[src/rtl/uart_tx.sv]
// uart_tx: 8-bit UART transmitter (8N1), bit timing from a cycle counter in the clk domain.
// Define UART_TX_PARITY_EN to insert an even-parity bit between data and stop (8E1).
module uart_tx #(
  parameter int unsigned clk_freq  = 1000000,
  parameter int unsigned baud_rate = 9600
) (
  input  logic       clk,
  input  logic       rst,
  input  logic       tx_start,
  input  logic [7:0] tx_data,
  output logic       tx,
  output logic       tx_busy,
  output logic       done_tx
);

  localparam int unsigned N     = clk_freq / baud_rate;
  localparam int unsigned CNT_W = ($clog2(N) < 1) ? 1 : $clog2(N);

  if (N < 2) begin : g_bad_rate
    $error("uart_tx: clk_freq/baud_rate must be at least 2");
  end

  typedef enum logic [2:0] {
    IDLE  = 3'd0,
    START = 3'd1,
    DATA  = 3'd2,
    STOP  = 3'd3
`ifdef UART_TX_PARITY_EN
    , PARITY = 3'd4
`endif
  } state_e;

  state_e           state_q, state_d;
  logic [CNT_W-1:0] cnt_q, cnt_d;
  logic [2:0]       idx_q, idx_d;
  logic [7:0]       shift_q, shift_d;
  logic             tx_q, tx_d;
  logic             busy_q, busy_d;
  logic             done_q, done_d;
  logic             cnt_last;
`ifdef UART_TX_PARITY_EN
  logic             parity_q, parity_d;
`endif

  assign cnt_last = (cnt_q == CNT_W'(N - 1));

  // Next-state and registered-output values; tx only moves on bit-period boundaries.
  always_comb begin
    state_d  = state_q;
    cnt_d    = cnt_q;
    idx_d    = idx_q;
    shift_d  = shift_q;
    tx_d     = tx_q;
    busy_d   = busy_q;
    done_d   = 1'b0;
`ifdef UART_TX_PARITY_EN
    parity_d = parity_q;
`endif
    case (state_q)
      IDLE: begin
        tx_d   = 1'b1;
        busy_d = 1'b0;
        cnt_d  = '0;
        if (tx_start) begin
          shift_d  = tx_data;
          idx_d    = 3'd0;
          state_d  = START;
          tx_d     = 1'b0;
          busy_d   = 1'b1;
`ifdef UART_TX_PARITY_EN
          parity_d = ^tx_data;
`endif
        end
      end
      START: begin
        if (cnt_last) begin
          cnt_d   = '0;
          state_d = DATA;
          tx_d    = shift_q[0];
          shift_d = {1'b0, shift_q[7:1]};
        end else begin
          cnt_d = cnt_q + CNT_W'(1);
        end
      end
      DATA: begin
        if (cnt_last) begin
          cnt_d = '0;
          idx_d = idx_q + 3'd1;
          if (idx_q == 3'd7) begin
`ifdef UART_TX_PARITY_EN
            state_d = PARITY;
            tx_d    = parity_q;
`else
            state_d = STOP;
            tx_d    = 1'b1;
`endif
          end else begin
            tx_d    = shift_q[0];
            shift_d = {1'b0, shift_q[7:1]};
          end
        end else begin
          cnt_d = cnt_q + CNT_W'(1);
        end
      end
`ifdef UART_TX_PARITY_EN
      PARITY: begin
        if (cnt_last) begin
          cnt_d   = '0;
          state_d = STOP;
          tx_d    = 1'b1;
        end else begin
          cnt_d = cnt_q + CNT_W'(1);
        end
      end
`endif
      STOP: begin
        tx_d = 1'b1;
        if (cnt_last) begin
          cnt_d   = '0;
          state_d = IDLE;
          busy_d  = 1'b0;
          done_d  = 1'b1;
        end else begin
          cnt_d = cnt_q + CNT_W'(1);
        end
      end
      default: begin
        state_d = IDLE;
        cnt_d   = '0;
        idx_d   = 3'd0;
        tx_d    = 1'b1;
        busy_d  = 1'b0;
      end
    endcase
  end

  always_ff @(posedge clk) begin
    if (rst) begin
      state_q  <= IDLE;
      cnt_q    <= '0;
      idx_q    <= 3'd0;
      shift_q  <= 8'h00;
      tx_q     <= 1'b1;
      busy_q   <= 1'b0;
      done_q   <= 1'b0;
`ifdef UART_TX_PARITY_EN
      parity_q <= 1'b0;
`endif
    end else begin
      state_q  <= state_d;
      cnt_q    <= cnt_d;
      idx_q    <= idx_d;
      shift_q  <= shift_d;
      tx_q     <= tx_d;
      busy_q   <= busy_d;
      done_q   <= done_d;
`ifdef UART_TX_PARITY_EN
      parity_q <= parity_d;
`endif
    end
  end

  assign tx      = tx_q;
  assign tx_busy = busy_q;
  assign done_tx = done_q;

endmodule

[config.mk]
export PLATFORM = sky130hd
export DESIGN_NAME = uart_tx
export DESIGN_NICKNAME = d
export VERILOG_FILES = /design/src/rtl/uart_tx.sv
export SDC_FILE = /design/constraint.sdc
export NUM_CORES = 1
export LEC_CHECK = 0
export ABC_CLOCK_PERIOD_IN_PS = 6150
export BUFFER_PORTS_ARGS = -buffer_cell sky130_fd_sc_hd__buf_2
export CORE_MARGIN = 2
export CORE_UTILIZATION = 49
export DETAILED_ROUTE_END_ITERATION = 12
export PLACE_DENSITY = 0.73
export SLEW_MARGIN = 25
export SYNTH_ARGS = -nofsm -noshare
export SYNTH_HDL_FRONTEND = slang
export SYNTH_SLANG_ARGS = --single-unit
[constraint.sdc]
create_clock -name clk -period 6.15 [get_ports clk]
set_clock_uncertainty 0.15 [all_clocks]
set_input_delay 0.3075 -clock clk [delete_from_list [all_inputs] [get_ports clk]]
set_output_delay 0.3075 -clock clk [all_outputs]
set_load 0.005 [all_outputs]
### Word level (Yosys, flattened, before mapping)

Index checks and enable logic that the tools add are counted.

* flip-flop bits (word level): 24
* input port bits: 11

* add/subtract/negate cells: 2
* equality and inequality tests: 11
* muxes and demuxes: 23
* bitwise gates (word level): 4
* reduce and logical (&&, ||, !) cells: 12

Operators by type and width (number)
* 8-bit two-way mux: 4
* 8-bit case mux with 3 select lines: 1
* 3-bit two-way mux: 7
* 2-bit inequality test, second input constant: 6
* 3-bit case mux with 4 select lines: 1
* 5-bit AND reduction: 2
* 3-bit case mux with 3 select lines: 1
* 7-bit by 1-bit adder with 7-bit output, second input constant: 1
* 7-bit equality test, second input constant: 1
* 1-bit two-way mux: 7
* 3-bit by 2-bit equality test with 1-bit output, second input constant: 2
* 1-bit case mux with 3 select lines: 2
* 2-bit OR reduction: 3
* 3-bit OR reduction: 2
* 1-bit NOT: 4
* 2-bit AND reduction: 2
* 3-bit by 1-bit adder with 3-bit output, second input constant: 1
* 3-bit by 1-bit equality test with 1-bit output, second input constant: 1
* 3-bit equality test, second input constant: 1
* 3-bit zero test: 1
* 3-bit AND reduction: 1
* 3-bit nonzero test: 1

### Depth between registers and ports, before layout

* depth in word-level cells: 4
* mapped depth: 8
* depth with buffers taken out: 6

### Least setup slack after synthesis

OpenSTA, ideal clock, no wires.

* path kind: reg-to-reg
* start point: register state_q[0]
* end point: register shift_q[0]
* arrival time: 2.023 ns
* data required time: 5.914 ns
* setup slack: 3.891 ns
* cell stages (with the launch flop): 9
* clock period less this slack: 2.259 ns
* cell sequence: dfxtp_1 inv_1 ha_1 buf_6 or4b_4 o22a_1 buf_6 a21o_4 a211oi_1

* longest elaborated chain between the ends: 3

Ends and longest elaborated chain
* start, declared: line 33 `state_e state_q, state_d;`
* start signal, assigned: line 150 `state_q <= state_d;`
* 3-bit by 2-bit equality test with 1-bit output, or another cell as far along: line 59 `case (state_q)`
* 2-bit inequality test (no source line) or 3-bit nonzero test (tied branches)
* 5-bit AND reduction (no source line)
* end signal, assigned: line 153 `shift_q <= shift_d;`
* end, declared: line 36 `logic [7:0] shift_q, shift_d;`

Several ways; a longest one is shown, not always the timed one.
A chain may end at the register's enable or synchronous reset.

### Worst setup path in the final report

* start point: register state_q[0]
* end point: register shift_q[2]

Same word-level chain as after synthesis.

==> flow_summary.json <==
{
  "dp.cells": 180,
  "synth_edf_count": 0,
  "wl_um": 2480,
  "hp-class": "input pin to flop",
  "fin_crit_ps": 2450,
  "hp-start": "tx_start",
  "fin_ws_ps": 3700,
  "hold_buffers": 0,
  "met2_usage_pct": 27.2,
  "ys.flop_type": "dfxtp_1",
  "yosysWarnings": 0,
  "path_cells": "inv_1, ha_1, or4b_4, o22a_1, a21o_4, a211oi_1",
  "antenna_left": 0,
  "intPower_uw": 350,
  "pin_count": 14,
  "combinationalPowerShare_pct": 52.4,
  "p_seq_share_pct": 35.4,
  "reg2reg_to": "shift_q[2]",
  "critPathKind": "flop to flop",
  "antenna_found_initial": 0,
  "clk_pin_slew_ps": 130,
  "mostFrequentLayoutCell": "dfxtp_1",
  "sw_frac_of_total_pct": 39.7,
  "grt_usage_pct": 18.1,
  "grt-busiest-layer": "met2",
  "dp_slack_ps": 3720,
  "crit_path_end_kind": "flop",
  "status": "complete, no violations",
  "arrival_ps": 2540,
  "maxSlewHeadroom_pct": 58.7,
  "insertion_delay_ps": 320,
  "crit_buf_inv": 1,
  "hpwl_um": 1840,
  "rows": 18,
  "cts.sinks": 23,
  "syn_to_final_growth_pct": 6.53,
  "critical_path.startpoint": "state_q[0]",
  "drc": 0,
  "die_w_um": 55.6,
  "layout_common_cells": "dfxtp_1 (23), nor2_1 (15), a211oi_1 (14), inv_1 (13), buf_2 (13)",
  "syn_inst": 145,
  "cts_resized": 0,
  "r2r_start": "state_q[0]",
  "hold_viol": 0,
  "p_leak_nw": 0.544,
  "power.share.clock_pct": 12.2,
  "cts_buffers": 3,
  "synthesis.nets": 164,
  "cts_tree": "yes",
  "tns_ps": 0,
  "cp_top_family": "compound AO/OA/AOI/OAI gates",
  "avgSynthCellArea_um2": 8.98,
  "synth_seq_cells": 23,
  "path_max_fanout": 10,
  "io_buffers": 13,
  "grt_max_degree": 26,
  "rsz0062_at_grt": "no",
  "use_met1_pct": 24.5,
  "grt_pass1_vias": 1039,
  "via_count": 1081,
  "synth_cell_type_count": 38,
  "core_um2": 2500,
  "wire_per_inst_um": 13.5,
  "finalSetupViolations": 0,
  "cts-root-buf": "clkbuf_4",
  "required_ps": 6250,
  "peakVddDrop_uv": 266,
  "use_met3_pct": 5.15,
  "drt_iter0_drc": 11,
  "path_depth": 6,
  "period_share_pct": 39.8,
  "cellPowerDensity_nw_per_um2": 419,
  "max_stage_delay_ps": 570,
  "grt.overflow.total": 0,
  "drt_first_pass_iters": 4,
  "p_sw_uw": 231,
  "synth.yosys.seq_area_share_pct": 35.4,
  "finalPower_uw": 581,
  "fmax_ghz": 0.409,
  "gp_congestion": 0.755,
  "synth-async-reset-ratio_pct": 0,
  "die_h_um": 55.6,
  "finalMaxSlewViolations": 0,
  "clock_path_buffers": 2,
  "grt_pass1_wl_um": 4530,
  "cp-endpoint": "shift_q[2]",
  "post_cts_buffers": 0,
  "r2r_slack_ps": 3700,
  "worst-r2r-cell-count": 6,
  "synth_area_um2": 1300,
  "maxCapViolCount": 0,
  "tightest_slew_ps": 618,
  "diodes": 0,
  "drive_gt1_share_pct": 19.5,
  "final_cells": 184,
  "start_util_pct": 52.1,
  "via_per_inst": 5.88,
  "nets": 174,
  "fp.dieArea_um2": 3090,
  "crit_slowest_cell": "or4b_4",
  "startpoint_type": "flop",
  "htree_levels": 1
}
-- logic make-up (layout without fill, tap and decap cells) --
kind of cell    after synthesis  count (layout)  synth area share [%]
simple gates                 43              43                  17.8
compound gates               37              37                  21.8
flops                        23              23                  35.4
buf+inv                      21              30                  7.20
fa+ha+maj                     8               8                  7.69
mux                           8               8                  6.82
xor+xnor                      5               5                  3.36
-- cells in the mapped netlist (4+ instances only) --
cell,n,share of area (%)
clkbuf_1,6,1.7
dfxtp_1,23,35
a21oi_1,6,2.3
ha_1,8,7.7
a211oi_1,14,8.1
inv_1,13,3.7
mux2_2,7,6.1
o21ai_0,4,1.5
nor2_1,15,4.3
nor3_1,4,1.5
-- power by group through the flow --
stage | logic, mW | clock network (mW) | registers (mW)
final | 0.304 | 0.0711 | 0.206
after global routing | 0.339 | 0.0769 | 0.210
after CTS | 0.303 | 0.0723 | 0.206
after detailed placement | 0.303 | 0 | 0.209
after global placement | 0.294 | 0 | 0.207
after floorplan | 0.260 | 0 | 0.205
-- how the worst min path moves through the flow --
stage / to / slack, ps / depth (start not counted)
final: tx_busy / 170 / 4
after global routing: tx_busy / 190 / 4
after CTS: tx_busy / 180 / 4
after detailed placement: cnt_q[0] / 290 / 1
after global placement: cnt_q[0] / 280 / 1
after floorplan: cnt_q[0] / 270 / 1
-- area by class of cell --
type	count	area, um^2
Tap cell	30	37.5
Clock inverter	1	5.00
Fill cell	225	1110
Sequential cell	23	460
Clock buffer	3	22.5
Multi-Input combinational cell	101	748
Inverter	13	48.8
Timing Repair Buffer	13	65.1
-- registers in the layout, indices dropped and copies added, names as in the netlist --
name     count
cnt_q        7
done_tx      1
idx_q        3
shift_q      8
state_q      2
tx           1
tx_busy      1
-- per-layer routing --
| metal | vias up | share of wire (%) |
|---|---|---|
| met5 | - | 0 |
| met4 | 0 | 1.4 |
| met2 | 18 | 43 |
| met3 | 5 | 4.5 |
| met1 | 512 | 51 |
| li1 | 546 | - |
-- worst min-delay path, stage by stage --
cell     delay, ps
buf_2          100
nand2_1         40
or3_1           90
a21oi_1         60
-- through the flow --
step                      util [%]  hold slack (ps)  area, um^2
after floorplan                  -              268        1300
after global placement        54.4              280        1360
after detailed placement      54.4              291        1360
after CTS                     55.5              175        1390
after global routing          55.5              192        1390
final                         55.5              167        1390
No activity file was read; power rests on OpenSTA's default activity.
